`src/rtl/bxb_pkg.sv`:
```
// Shared types and constants for the B x B request arbiter.
// Vectors pack four signed 32-bit lanes, lane 1 in the low bits.
package bxb_pkg;

    localparam int LANE_W = 32;
    localparam int LANES  = 4;
    localparam int VEC_W  = LANE_W * LANES;

    typedef logic [VEC_W-1:0] vec_t;
    typedef logic             req_id_t;

    function automatic logic [LANE_W-1:0] lane(input vec_t v, input int i);
        return v[i*LANE_W +: LANE_W];
    endfunction

endpackage

```
`src/rtl/bxb_result_fifo.sv`:
```
// Synchronous result FIFO; pointers carry one extra wrap bit.
// Pops of an empty FIFO are dropped here as well as upstream.
module bxb_result_fifo
    import bxb_pkg::*;
#(
    parameter int DEPTH = 4
) (
    input  logic clk,
    input  logic rst,
    input  logic push,
    input  logic pop,
    input  vec_t din,
    output vec_t dout,
    output logic empty,
    output logic full
);

    localparam int AW = $clog2(DEPTH);

    logic [AW:0] wr_ptr;
    logic [AW:0] rd_ptr;
    vec_t        mem [DEPTH];

    always_ff @(posedge clk) begin
        if (rst) begin
            wr_ptr <= '0;
            rd_ptr <= '0;
        end else begin
            if (push) wr_ptr <= wr_ptr + 1'b1;
            if (pop && !empty) rd_ptr <= rd_ptr + 1'b1;
        end
    end

    always_ff @(posedge clk) begin
        if (push) mem[wr_ptr[AW-1:0]] <= din;
    end

    assign dout  = mem[rd_ptr[AW-1:0]];
    assign empty = (wr_ptr == rd_ptr);
    assign full  = (wr_ptr[AW] != rd_ptr[AW]) &&
                   (wr_ptr[AW-1:0] == rd_ptr[AW-1:0]);

endmodule

```
`src/rtl/bxb_arbiter.sv`:
```
// Two-requester round-robin front end for a fixed-latency B x B datapath.
// Credits reserve a result slot at accept time so the FIFOs never overflow.
module bxb_arbiter
    import bxb_pkg::*;
#(
    parameter int LAT        = 3,
    parameter int FIFO_DEPTH = 4
) (
    input  logic              clk,
    input  logic              rst,
    input  logic              req0_valid,
    output logic              req0_ready,
    input  vec_t              req0_x,
    input  logic              req1_valid,
    output logic              req1_ready,
    input  vec_t              req1_x,
    output logic [LANE_W-1:0] dp_x1,
    output logic [LANE_W-1:0] dp_x2,
    output logic [LANE_W-1:0] dp_x3,
    output logic [LANE_W-1:0] dp_x4,
    input  logic [LANE_W-1:0] dp_r1,
    input  logic [LANE_W-1:0] dp_r2,
    input  logic [LANE_W-1:0] dp_r3,
    input  logic [LANE_W-1:0] dp_r4,
    output logic              res0_valid,
    input  logic              res0_ready,
    output vec_t              res0_r,
    output logic              res1_valid,
    input  logic              res1_ready,
    output vec_t              res1_r
);

    localparam int CW = $clog2(FIFO_DEPTH) + 1;
    localparam logic [CW-1:0] CRED_INIT = CW'(FIFO_DEPTH);

    logic [CW-1:0] credit0, credit1;
    logic          last1;
    logic          elig0, elig1, grant0, grant1, accept;
    logic          pop0, pop1, push0, push1;
    logic          empty0, empty1, full0, full1;
    vec_t          dp_q, r_vec;
    logic          tag_v  [LAT];
    req_id_t       tag_id [LAT];

    // last1 is set after reset so requester 0 wins the first contention
    assign elig0  = req0_valid && (credit0 != '0);
    assign elig1  = req1_valid && (credit1 != '0);
    assign grant0 = !rst && elig0 && (!elig1 || last1);
    assign grant1 = !rst && elig1 && (!elig0 || !last1);
    assign accept = grant0 || grant1;

    assign req0_ready = grant0;
    assign req1_ready = grant1;

    always_ff @(posedge clk) begin
        if (rst) begin
            last1 <= 1'b1;
            dp_q  <= '0;
        end else if (accept) begin
            last1 <= grant1;
            dp_q  <= grant1 ? req1_x : req0_x;
        end
    end

    assign dp_x1 = lane(dp_q, 0);
    assign dp_x2 = lane(dp_q, 1);
    assign dp_x3 = lane(dp_q, 2);
    assign dp_x4 = lane(dp_q, 3);

    always_ff @(posedge clk) begin
        if (rst) begin
            for (int i = 0; i < LAT; i++) tag_v[i] <= 1'b0;
        end else begin
            tag_v[0] <= accept;
            for (int i = 1; i < LAT; i++) tag_v[i] <= tag_v[i-1];
        end
    end

    always_ff @(posedge clk) begin
        tag_id[0] <= grant1;
        for (int i = 1; i < LAT; i++) tag_id[i] <= tag_id[i-1];
    end

    assign r_vec = {dp_r4, dp_r3, dp_r2, dp_r1};
    assign push0 = tag_v[LAT-1] && (tag_id[LAT-1] == 1'b0);
    assign push1 = tag_v[LAT-1] && (tag_id[LAT-1] == 1'b1);
    assign pop0  = res0_ready && !empty0;
    assign pop1  = res1_ready && !empty1;

    always_ff @(posedge clk) begin
        if (rst) begin
            credit0 <= CRED_INIT;
            credit1 <= CRED_INIT;
        end else begin
            if (grant0 && !pop0) credit0 <= credit0 - 1'b1;
            else if (!grant0 && pop0) credit0 <= credit0 + 1'b1;
            if (grant1 && !pop1) credit1 <= credit1 - 1'b1;
            else if (!grant1 && pop1) credit1 <= credit1 + 1'b1;
        end
    end

    bxb_result_fifo #(.DEPTH(FIFO_DEPTH)) u_fifo0 (
        .clk   (clk),
        .rst   (rst),
        .push  (push0),
        .pop   (pop0),
        .din   (r_vec),
        .dout  (res0_r),
        .empty (empty0),
        .full  (full0)
    );

    bxb_result_fifo #(.DEPTH(FIFO_DEPTH)) u_fifo1 (
        .clk   (clk),
        .rst   (rst),
        .push  (push1),
        .pop   (pop1),
        .din   (r_vec),
        .dout  (res1_r),
        .empty (empty1),
        .full  (full1)
    );

    assign res0_valid = !empty0;
    assign res1_valid = !empty1;

    always @(posedge clk) begin
        if (!rst) begin
            assert (!(push0 && full0));
            assert (!(push1 && full1));
        end
    end

endmodule

```
`config.mk`:
```
export PLATFORM = sky130hd
export DESIGN_NAME = bxb_arbiter
export DESIGN_NICKNAME = d
export VERILOG_FILES = /design/src/rtl/bxb_pkg.sv /design/src/rtl/bxb_result_fifo.sv /design/src/rtl/bxb_arbiter.sv
export SDC_FILE = /design/constraint.sdc
export NUM_CORES = 1
export LEC_CHECK = 0
export ABC_AREA = 1
export ABC_CLOCK_PERIOD_IN_PS = 8000
export CORE_AREA = 2 2 307 309
export DETAILED_ROUTE_END_ITERATION = 10
export DIE_AREA = 0 0 309 311
export PLACE_DENSITY_LB_ADDON = 0.3
export SLEW_MARGIN = 25
export SYNTH_ARGS = -nofsm -noshare
export SYNTH_HDL_FRONTEND = slang
export SYNTH_SLANG_ARGS = --single-unit
```
`constraint.sdc`:
```
create_clock -name clk -period 8 [get_ports clk]
set_input_delay 1.6 -clock clk [delete_from_list [all_inputs] [get_ports clk]]
set_output_delay 1.6 -clock clk [all_outputs]
set_load 0.05 [all_outputs]
```
==> impl_metrics.tcl <==
set metrics [dict create \
    status "finished, final reports clean" \
    cpLargestDelayFamily "buffers and inverters" \
    chipHeight_um 311 \
    vdd_ir_drop_max_mv 0.229 \
    min_delay_worst_type "reg -> reg" \
    seq_area_frac_synth 0.738 \
    power.density_mw_per_mm2 289 \
    total_leakage_power_nw 20.2 \
    post_cts.repair.setup_buffers 0 \
    cts-hold-fix-buffers 0 \
    start_kind "input port" \
    report.final.slew_viol_count 0 \
    clk_pin_slew_ps 60 \
    layout_worst_path_cycle_share 0.725 \
    drcViolationCount 0 \
    slowest_stage "clkdlybuf4s50_1" \
    grt_pass1_vias 30079 \
    drt-pass1-iter-count 6 \
    postPlaceCellArea_sq_mm 0.0544 \
    basic_gate_share_of_the_synthesized_area_counting_and_or_nand_and_nor_cells 0.0920 \
    floorplan.die_area_sq_mm 0.0961 \
    finish.instance_area_sq_mm 0.0584 \
    post-place-cells 5558 \
    setup_repair_after_global_routing_missed_its_margin "no" \
    path_cells "clkdlybuf4s50_1 > clkinv_2 > nand3_1 > a31oi_1 > clkdlybuf4s50_1" \
    core.rowCount 112 \
    worst_slew_pin_slew_ps 1160 \
    slew_headroom 0.230 \
    grt_pass1_wl_um 192000 \
    clk_path_buf_depth 3 \
    clock_tree.htree_level_count 3 \
    path_common_cell "clkdlybuf4s50_1" \
    cp_bufs_invs 3 \
    routed-wl-met2_um 65200 \
    drv.max_cap_violation_count 0 \
    synth_top_cell_by_area "edfxtp_1" \
    synthMostInstantiatedCell "edfxtp_1" \
    biggest_area_contributors_in_the_synthesized_netlist "edfxtp_1, o21ai_0, dfxtp_1" \
    cpPeakStageDelay_ps 820 \
    compound_gate_fraction_of_synth_area 0.122 \
    max_freq_mhz 172 \
    io_pins 778 \
    initial_standard_cell_utilization_of_the_core 0.495 \
    fin_nets 4824 \
    setup_viol 0 \
    met3WireLength_um 12500 \
    timing.critical_path.fanout_max 41 \
    buffer_ports.inserted 777 \
    syn-instance-count 3762 \
    drive_gt1_frac 0.0514 \
    synth.avg_cell_area_sq_um 12.2 \
    final_number_of_hold_violating_endpoints 0 \
    setup.worst_path.class "in -> out" \
    critical_path.endpoint_type "output port" \
    route.antenna.remaining_nets 0 \
    number_of_antenna_violations_at_the_first_check_in_global_routing 42 \
    synth_async_sr_flop_share 0 \
    postSynth.topFlopCell "edfxtp_1" \
    netlist_area_sq_mm 0.0459 \
    synth.mux.area_fraction 0 \
    xor_xnor_share_of_the_synthesized_area 0.00153 \
    grt-ovfl-total 0 \
    ys_types 28 \
    clock-root-buffer "clkbuf_16" \
    final.hold.worst_slack_ps 339 \
    core-area_sq_mm 0.0928 \
    largest_family_of_logic_cells_by_synthesized_area "compound AO/OA/AOI/OAI gates" \
    detailed_place_hpwl_um 77100 \
    synth_fp_nets 4166 \
    cts.repair.resized 0 \
    numCtsBuffers 114 \
    final_core_utilization 0.630 \
    ys_ff_latch 1181 \
    tritoncts "built" \
    met1Wirelength_um 49200 \
    post_drt_via_cell_ratio 5.55 \
    setup_tns_ps 0 \
    drt_initial_violations 3144 \
    clkLatencyLatePin_ps 710 \
    fillerInstances 7010 \
    cts_num_sinks 1181 \
    route.top_layer_used "met5" \
    routabilityCongestion 0.871 \
    final-instance-count-excl-fill 5798 \
    fp.dieW_um 309 \
    pin_count_of_the_biggest_net_entering_global_routing 229 \
    synth_largest_type_area_fraction 0.670 \
    synth_fa_ha_area_frac 0.00414 \
    critical_path_arrival_ps 4200 \
    grt.total_usage 0.268 \
    endpoint_required_time_on_the_critical_path_ps 6400 \
    skew_ps 19.9 \
    finalWirelength_um 133000 \
    num_vias 32178 \
    yosysWarnings 0 \
    final_critical_period_ps 5800 \
    yosys-top-cells-count "edfxtp_1, nor2_1, o21ai_0" \
    wl_per_cell_um 23.0 \
    growth_of_design_area_from_synthesis_to_finish_pct 27.2 \
    number_of_flops_mapped_to_enable_cells_by_yosys 1024 \
]
-- final timing paths --
check                     from           end  slack [ps]  depth (start not counted)
setup / recovery           rst    req0_ready        2200                          5
hold / removal    tag_id[0][1]  tag_id[0][2]         340                          0
setup reg to reg    credit1[1]     dp_q[100]        4690                         11
hold reg to reg   tag_id[0][1]  tag_id[0][2]         340                          0
-- power breakdown --
group,internal [W],switching [W]
sequential,0.00681,0.000136
combinational,0.00127,0.00305
clock,0.00333,0.00229
-- registers in the layout, indices dropped and copies added (netlist names), named ones only --
name / flops
u_fifo0.wr_ptr: 3
credit0: 3
u_fifo1.wr_ptr: 3
u_fifo1.mem: 512
credit1: 3
u_fifo0.rd_ptr: 3
u_fifo1.rd_ptr: 3
tag_v: 3
last1: 1
dp_q: 128
tag_id: 3
u_fifo0.mem: 512
-- cell usage in the layout, fill, tap and decap left out, types with 4 or more instances in the layout --
cell,Yosys,final
edfxtp_1,1024,1024
nor2_1,792,784
clkdlybuf4s50_1,0,777
o21ai_0,634,634
o22ai_1,256,256
inv_1,162,157
dfxtp_1,157,153
a21oi_1,141,141
nand2_1,139,139
nand3_1,135,135
clkbuf_16,0,116
diode_2,0,26
clkinv_1,0,26
buf_4,14,23
bufinv_16,0,21
o21ai_1,20,20
clkinv_2,0,20
clkbuf_1,143,15
ha_1,12,12
nor2_4,1,9
buf_12,0,7
xnor2_1,6,6
clkinvlp_4,0,5
clkinvlp_2,0,5
dfxtp_4,0,4
-- metal layers --
metal  track usage  vias up
met1         0.316    15706
met5      0.000506        -
li1              -    14863
met2         0.439     1302
met3        0.0823      275
met4         0.141       32
-- logic make-up (layout without fill, tap and decap cells) --
kind of cell	Yosys count	count (layout)
adder cells (fa/ha/maj)	14	14
AO/OA/AOI/OAI	1055	1055
buffers and inverters	431	1187
other	0	26
AND/OR/NAND/NOR	1073	1073
flip-flops	1181	1181
XOR/XNOR	8	8
-- per-stage QoR --
stage,power (W),worst slack (ps)
6_report,0.0169,2200
2_1_floorplan,0.00972,1320
3_5_place_dp,0.0114,2200
5_1_grt,0.0174,2010
4_1_cts,0.0169,2060
3_3_place_gp,0.0113,2200
-- area by class of cell --
cell class,count,area [sq um],share of cell area
Clock inverter,83,980,0.0168
Sequential cell,1181,33900,0.581
Inverter,163,633,0.0108
Antenna cell,26,65.1,0.00111
Clock buffer,131,2960,0.0507
Timing Repair Buffer,810,8120,0.139
Tap cell,1254,1570,0.0269
Multi-Input combinational cell,2150,10200,0.174
(Power assumes the default switching activity.)
